===== config.mk =====
export PLATFORM = sky130hd
export DESIGN_NAME = ram_access_master
export DESIGN_NICKNAME = d
export VERILOG_FILES = /design/src/rtl/ram_access_master.sv
export SDC_FILE = /design/constraint.sdc
export NUM_CORES = 1
export LEC_CHECK = 0
export CORE_UTILIZATION = 54
export CTS_BUF_LIST = sky130_fd_sc_hd__clkbuf_4 sky130_fd_sc_hd__clkbuf_8
export DETAILED_ROUTE_END_ITERATION = 7
export PLACE_DENSITY = 0.82
export SLEW_MARGIN = 20
export SYNTH_ARGS = -nofsm -noshare
export SYNTH_HDL_FRONTEND = slang
export SYNTH_SLANG_ARGS = --single-unit

===== constraint.sdc =====
create_clock -name clk -period 3.7 [get_ports clk]
set_input_delay 1.11 -clock clk [delete_from_list [all_inputs] [get_ports clk]]
set_output_delay 1.11 -clock clk [all_outputs]
set_load 0.01 [all_outputs]

===== src/rtl/ram_access_master.sv =====
// Burst command master for a ram_4096-style port: single or burst reads and writes
// with wrapping addresses, and read data returned through a credit-protected FIFO.
module ram_access_master #(
  parameter int DATA_W     = 64,
  parameter int ADDR_W     = 12,
  parameter int RD_LATENCY = 1,
  parameter int RSP_DEPTH  = 4
) (
  input  logic              clk,
  input  logic              resetn,
  input  logic              cmd_valid,
  output logic              cmd_ready,
  input  logic              cmd_write,
  input  logic [ADDR_W-1:0] cmd_addr,
  input  logic [3:0]        cmd_len,
  input  logic              wdata_valid,
  output logic              wdata_ready,
  input  logic [DATA_W-1:0] wdata,
  output logic              rdata_valid,
  input  logic              rdata_ready,
  output logic [DATA_W-1:0] rdata,
  output logic              rdata_last,
  output logic              busy,
  output logic [DATA_W-1:0] ram_data_in,
  input  logic [DATA_W-1:0] ram_data_out,
  output logic [ADDR_W-1:0] ram_wr_address,
  output logic [ADDR_W-1:0] ram_rd_address,
  output logic              ram_write,
  output logic              ram_read
);

  localparam int PW = $clog2(RSP_DEPTH);
  localparam int CW = PW + 1;

  typedef enum logic [1:0] {IDLE = 2'd0, WRITE = 2'd1, READ = 2'd2} state_t;

  state_t              state_r, state_nxt_s;
  logic                cmd_ready_r, wdata_ready_r;
  logic [ADDR_W-1:0]   addr_cnt_r;
  logic [3:0]          beat_cnt_r;
  logic                ram_write_r, ram_read_r, ram_read_last_r;
  logic [ADDR_W-1:0]   ram_wr_address_r, ram_rd_address_r;
  logic [DATA_W-1:0]   ram_data_in_r;
  logic [RD_LATENCY-1:0] vld_pipe_r, last_pipe_r;
  logic [CW-1:0]       inflight_r, fifo_count_r, credits_s;
  logic [PW-1:0]       wr_ptr_r, rd_ptr_r;
  logic [DATA_W-1:0]   fifo_data_r [RSP_DEPTH];
  logic [RSP_DEPTH-1:0] fifo_last_r;
  logic                cmd_hs_s, wbeat_s, issue_s, last_beat_s, push_s, pop_s;

  assign cmd_hs_s    = cmd_valid & cmd_ready_r;
  assign last_beat_s = (beat_cnt_r == 4'd0);
  assign push_s      = vld_pipe_r[RD_LATENCY-1];
  assign pop_s       = (fifo_count_r != {CW{1'b0}}) & rdata_ready;
  // Every slot already holding data or promised to an in-flight read is unavailable.
  assign credits_s   = CW'(RSP_DEPTH) - fifo_count_r - inflight_r;

  // Next-state decode and per-cycle beat/issue decisions.
  always_comb begin
    state_nxt_s = state_r;
    wbeat_s     = 1'b0;
    issue_s     = 1'b0;
    case (state_r)
      IDLE: begin
        if (cmd_hs_s) state_nxt_s = cmd_write ? WRITE : READ;
        else          state_nxt_s = IDLE;
      end
      WRITE: begin
        wbeat_s = wdata_valid & wdata_ready_r;
        if (wbeat_s & last_beat_s) state_nxt_s = IDLE;
        else                       state_nxt_s = WRITE;
      end
      READ: begin
        issue_s = (credits_s != {CW{1'b0}});
        if (issue_s & last_beat_s) state_nxt_s = IDLE;
        else                       state_nxt_s = READ;
      end
      default: state_nxt_s = IDLE;
    endcase
  end

  // State register, handshake readies and burst address/beat counters.
  always_ff @(posedge clk or negedge resetn) begin
    if (!resetn) begin
      state_r       <= IDLE;
      cmd_ready_r   <= 1'b0;
      wdata_ready_r <= 1'b0;
      addr_cnt_r    <= {ADDR_W{1'b0}};
      beat_cnt_r    <= 4'd0;
    end else begin
      state_r       <= state_nxt_s;
      cmd_ready_r   <= (state_nxt_s == IDLE);
      wdata_ready_r <= (state_nxt_s == WRITE);
      if (cmd_hs_s) begin
        addr_cnt_r <= cmd_addr;
        beat_cnt_r <= cmd_len;
      end else if (wbeat_s | issue_s) begin
        addr_cnt_r <= addr_cnt_r + ADDR_W'(1);
        beat_cnt_r <= beat_cnt_r - 4'd1;
      end
    end
  end

  // Registered single-cycle RAM strobes with their address and data.
  always_ff @(posedge clk or negedge resetn) begin
    if (!resetn) begin
      ram_write_r      <= 1'b0;
      ram_read_r       <= 1'b0;
      ram_read_last_r  <= 1'b0;
      ram_wr_address_r <= {ADDR_W{1'b0}};
      ram_rd_address_r <= {ADDR_W{1'b0}};
      ram_data_in_r    <= {DATA_W{1'b0}};
    end else begin
      ram_write_r     <= wbeat_s;
      ram_read_r      <= issue_s;
      ram_read_last_r <= issue_s & last_beat_s;
      if (wbeat_s) begin
        ram_wr_address_r <= addr_cnt_r;
        ram_data_in_r    <= wdata;
      end
      if (issue_s) ram_rd_address_r <= addr_cnt_r;
    end
  end

  // Read-latency tracking pipeline and in-flight read count.
  always_ff @(posedge clk or negedge resetn) begin
    if (!resetn) begin
      vld_pipe_r  <= {RD_LATENCY{1'b0}};
      last_pipe_r <= {RD_LATENCY{1'b0}};
      inflight_r  <= {CW{1'b0}};
    end else begin
      vld_pipe_r[0]  <= ram_read_r;
      last_pipe_r[0] <= ram_read_last_r;
      for (int i = 1; i < RD_LATENCY; i++) begin
        vld_pipe_r[i]  <= vld_pipe_r[i-1];
        last_pipe_r[i] <= last_pipe_r[i-1];
      end
      inflight_r <= inflight_r + CW'(issue_s) - CW'(push_s);
    end
  end

  // Response FIFO; pushes never stall because issue is gated by credits.
  always_ff @(posedge clk or negedge resetn) begin
    if (!resetn) begin
      for (int i = 0; i < RSP_DEPTH; i++) fifo_data_r[i] <= {DATA_W{1'b0}};
      fifo_last_r  <= {RSP_DEPTH{1'b0}};
      wr_ptr_r     <= {PW{1'b0}};
      rd_ptr_r     <= {PW{1'b0}};
      fifo_count_r <= {CW{1'b0}};
    end else begin
      if (push_s) begin
        fifo_data_r[wr_ptr_r] <= ram_data_out;
        fifo_last_r[wr_ptr_r] <= last_pipe_r[RD_LATENCY-1];
        wr_ptr_r              <= wr_ptr_r + PW'(1);
      end
      if (pop_s) rd_ptr_r <= rd_ptr_r + PW'(1);
      fifo_count_r <= fifo_count_r + CW'(push_s) - CW'(pop_s);
    end
  end

  assign cmd_ready      = cmd_ready_r;
  assign wdata_ready    = wdata_ready_r;
  assign rdata_valid    = (fifo_count_r != {CW{1'b0}});
  assign rdata          = fifo_data_r[rd_ptr_r];
  assign rdata_last     = rdata_valid & fifo_last_r[rd_ptr_r];
  assign busy           = (state_r != IDLE) | (inflight_r != {CW{1'b0}}) | rdata_valid;
  assign ram_data_in    = ram_data_in_r;
  assign ram_wr_address = ram_wr_address_r;
  assign ram_rd_address = ram_rd_address_r;
  assign ram_write      = ram_write_r;
  assign ram_read       = ram_read_r;

endmodule


==> Flow_metrics.wiki <==
{| class="wikitable"
! Metric !! Value
|-
| Run status || finished clean
|-
| Maximum achievable frequency || 0.283 GHz
|-
| Inserted Clock Buffers || between 60 and 70
|-
| DRC marker count from the first detailed-route iteration || between 400 and 500
|-
| Post-route DRC || 0
|-
| Gpl congestion || 0.854
|-
| Clock Sink Count || between 300 and 400
|-
| Primary FF master, synth || dfrtp_1
|-
| Number of antenna diodes || 0
|-
| Share of cells above drive strength 1 || 0.303
|-
| Htree depth || 3
|-
| Vias in the first global route || approximately 12k
|-
| Final #Nets || around 1.7k
|-
| Worst EP required || ~2.6 ns
|-
| Buffers from clock root to sink, at most || 3
|-
| Largest net degree at the start of global routing || 82
|-
| Min cycle time layout || around 3.5 ns
|-
| Standard cell area after detailed placement || just under 20000 sq um
|-
| Root Driver || clkbuf_8
|-
| Share of the yosys chip area belonging to registers || 0.585
|-
| Vias per cell || 5.46
|-
| Final hold viol count || 0
|-
| Antenna viol nets, final || 0
|-
| Crit. End Element || output port
|-
| Global-route wire length before repair || between 60000 and 70000 um
|-
| Detailed-route wire length per cell || just under 20 um
|-
| Post-Layout Inst Area || between 20000 and 25000 sq um
|-
| Yosys Warn Count || 0
|-
| Area of the mapped netlist || around 16000 sq um
|-
| Post-synthesis to final-layout area growth || 29.9%
|-
| Share of the synthesized netlist area taken by xor and xnor gates || 0.00535
|-
| Die boundary width || between 150 and 200 um
|-
| Initial standard-cell utilization of the core || 0.551
|-
| Endpoints failing setup || 0
|-
| Main combinational cell family by area after synthesis || multiplexers
|-
| Worst min path class || reg2reg
|-
| Clock tree from TritonCTS || built
|-
| Commonest non-fill, non-tap cell in the layout || dfrtp_1
|-
| Final setup skew || between 0.03 and 0.04 ns
|-
| Syn avg cell area || between 10 and 15 sq um
|-
| Clock insertion delay at the later pin of the skew report || 0.57 ns
|-
| Count of distinct cell types in the synthesized netlist || 48
|-
| Final count of pins violating max slew || 0
|-
| Maxcap violations || 0
|-
| Post-synth EDFFs || 0
|-
| Leak pwr || 9.36 nW
|-
| Leading cell types in the layout, fill and taps excluded || dfrtp_1, clkdlybuf4s50_1, nand2_1
|-
| Post-synthesis share of cell area spent on full adders, half adders and majority gates || 0.0124
|-
| Global-route total usage across every layer || 0.259
|-
| Y dimension of the die || ~180 um
|-
| Total of buffers placed on input and output ports || around 310
|-
| Number of synthesized register bits || ~380
|-
| Classification of the worst setup path || reg2out
|-
| Multiplexer fraction of the synthesized cell area || 0.268
|-
| Die Footprint || between 30000 and 40000 sq um
|-
| IR Drop Worst-Case VDD || 0.527 mV
|-
| Fraction of the mapped netlist area in compound gates || 0.0245
|-
| Simple-gate share of the synthesized area || 0.0779
|-
| Net Count, Synth || 1370
|-
| Slew HR || 0.301
|-
| Worst Setup Start Kind || flip-flop
|-
| Highest fanout seen on the critical path || 17
|-
| TNS Setup || 0 ns
|-
| Transition at the pin with the smallest max-transition slack || roughly 1.0 ns
|-
| Iteration count of the initial detailed-routing pass || 5
|-
| Core Rows || 63
|-
| Crit path arrival time || around 2.4 ns
|-
| Top-level port count || just over 300
|-
| Synth Instances || 1205
|-
| Vias || between 10k and 15k
|-
| RSZ-0062 raised after global routing || no
|-
| Initial antenna violation count || 1
|-
| CTS hold repair buffers || 0
|-
| Grt total ovfl || 0
|-
| Post-DP HPWL || 24900 um
|-
| Aggregate routed wire length || just under 40000 um
|-
| Area of the core || just under 30000 sq um
|-
| Share of synthesized flip-flops with an asynchronous set or reset || 1.00
|-
| Clk pin slew, worst setup/hold paths || approximately 0.060 ns
|-
| Power per cell area || about 940 nW/um^2
|-
| Tcrit/Tclk final || 0.954
|}
## worst paths after layout
kind | end | depth (start not counted) | from | slack [ns]
min in group asynchronous | fifo_data_r[214]$_DFFE_PN0P_ | 1 | resetn | 0.48
worst min-delay path | last_pipe_r$_DFF_PN0_ | 0 | ram_read_last_r$_DFF_PN0_ | 0.35
worst min register to register | last_pipe_r$_DFF_PN0_ | 0 | ram_read_last_r$_DFF_PN0_ | 0.35
worst max register to register | addr_cnt_r[3]$_DFFE_PN0P_ | 10 | fifo_count_r[1]$_DFF_PN0_ | 0.83
worst max-delay path | rdata[26] | 4 | rd_ptr_r[0]$_DFFE_PN0P_ | 0.17
max in group asynchronous | ram_data_in[59]$_DFFE_PN0P_ | 2 | resetn | 2.38
## where the power goes
| group | internal, mW | total, mW | switching, mW | leakage [nW] |
|---|---|---|---|---|
| sequential | 6.27 | 7.53 | 1.27 | 4.57 |
| combinational | 5.20 | 8.66 | 3.45 | 4.08 |
| clock | 2.19 | 3.88 | 1.69 | 0.708 |
## flip-flops by register name, summed over array words and instances, names as in the netlist
register,flops
rd_ptr_r,2
ram_write,1
wr_ptr_r,2
inflight_r,3
addr_cnt_r,12
state_r,2
ram_data_in,64
push_s,1
ram_rd_address,12
last_pipe_r,1
wdata_ready,1
ram_wr_address,12
fifo_last_r,4
fifo_data_r,256
ram_read_last_r,1
ram_read,1
cmd_ready,1
fifo_count_r,3
beat_cnt_r,4
## worst max-delay path, cell delays in order, from the launching register on
cell and delay, ns:
dfrtp_4 0.45, buf_12 0.15, buf_12 0.19, mux4_2 0.57, clkdlybuf4s50_1 0.50
## what timing repair did
| item | CTS | global route |
|---|---|---|
| buffers inserted | 3 | 0 |
| setup endpoints to repair | 28 | 14 |
| resized for setup | 0 | 1 |
## cell usage after synthesis (all sizes together), types with 6 or more instances
cell type,n,area [sq um]
a21oi,16,83.8
buf,50,267
clkbuf,24,90.1
dfrtp,383,9580
ha,13,163
inv,18,67.6
mux2,260,2930
mux4,65,1460
nand2,279,1050
nor2,14,60.1
nor3,6,35.0
o21ai,14,70.1
## final cells by class
type	count	area, sq um
fillers	1963	8440
clock inverters	11	75.1
flip-flops and latches	383	9590
multi-input cells	729	6390
repair buffers	329	3380
clock buffers	104	1270
well taps	390	488
inverters	19	76.3
## logic make-up after synthesis
| family | after synthesis |
|---|---|
| flip-flops | 383 |
| multiplexers | 325 |
| AND/OR/NAND/NOR | 320 |
| buffers and inverters | 93 |
| AO/OA/AOI/OAI | 59 |
| adder cells (fa/ha/maj) | 15 |
| XOR/XNOR | 10 |
## metrics by stage
stage               hold WS [ns]  power, mW  cells  setup WS (ns)   util
finish                     0.351       20.1   1965          0.170  0.716
global route               0.365       21.3   1965         0.0537  0.716
CTS                        0.352       20.3   1965         0.0113  0.716
detailed placement         0.340       16.2   1847          0.522  0.668
global placement           0.331       15.8   1847          0.552  0.668
floorplan                  0.331       12.3   1205          0.769      -
## layer usage
layer  up-vias  wire length (um)  share of wire  global-route usage
met3        71              3600          0.092               0.100
met5         -                13        0.00033                   0
met2       350             19000           0.49               0.420
met4         2               872          0.022              0.0746
met1      5455             15400           0.40               0.321
li1       4854                 -              -                   -
(Power assumes the default switching activity.)
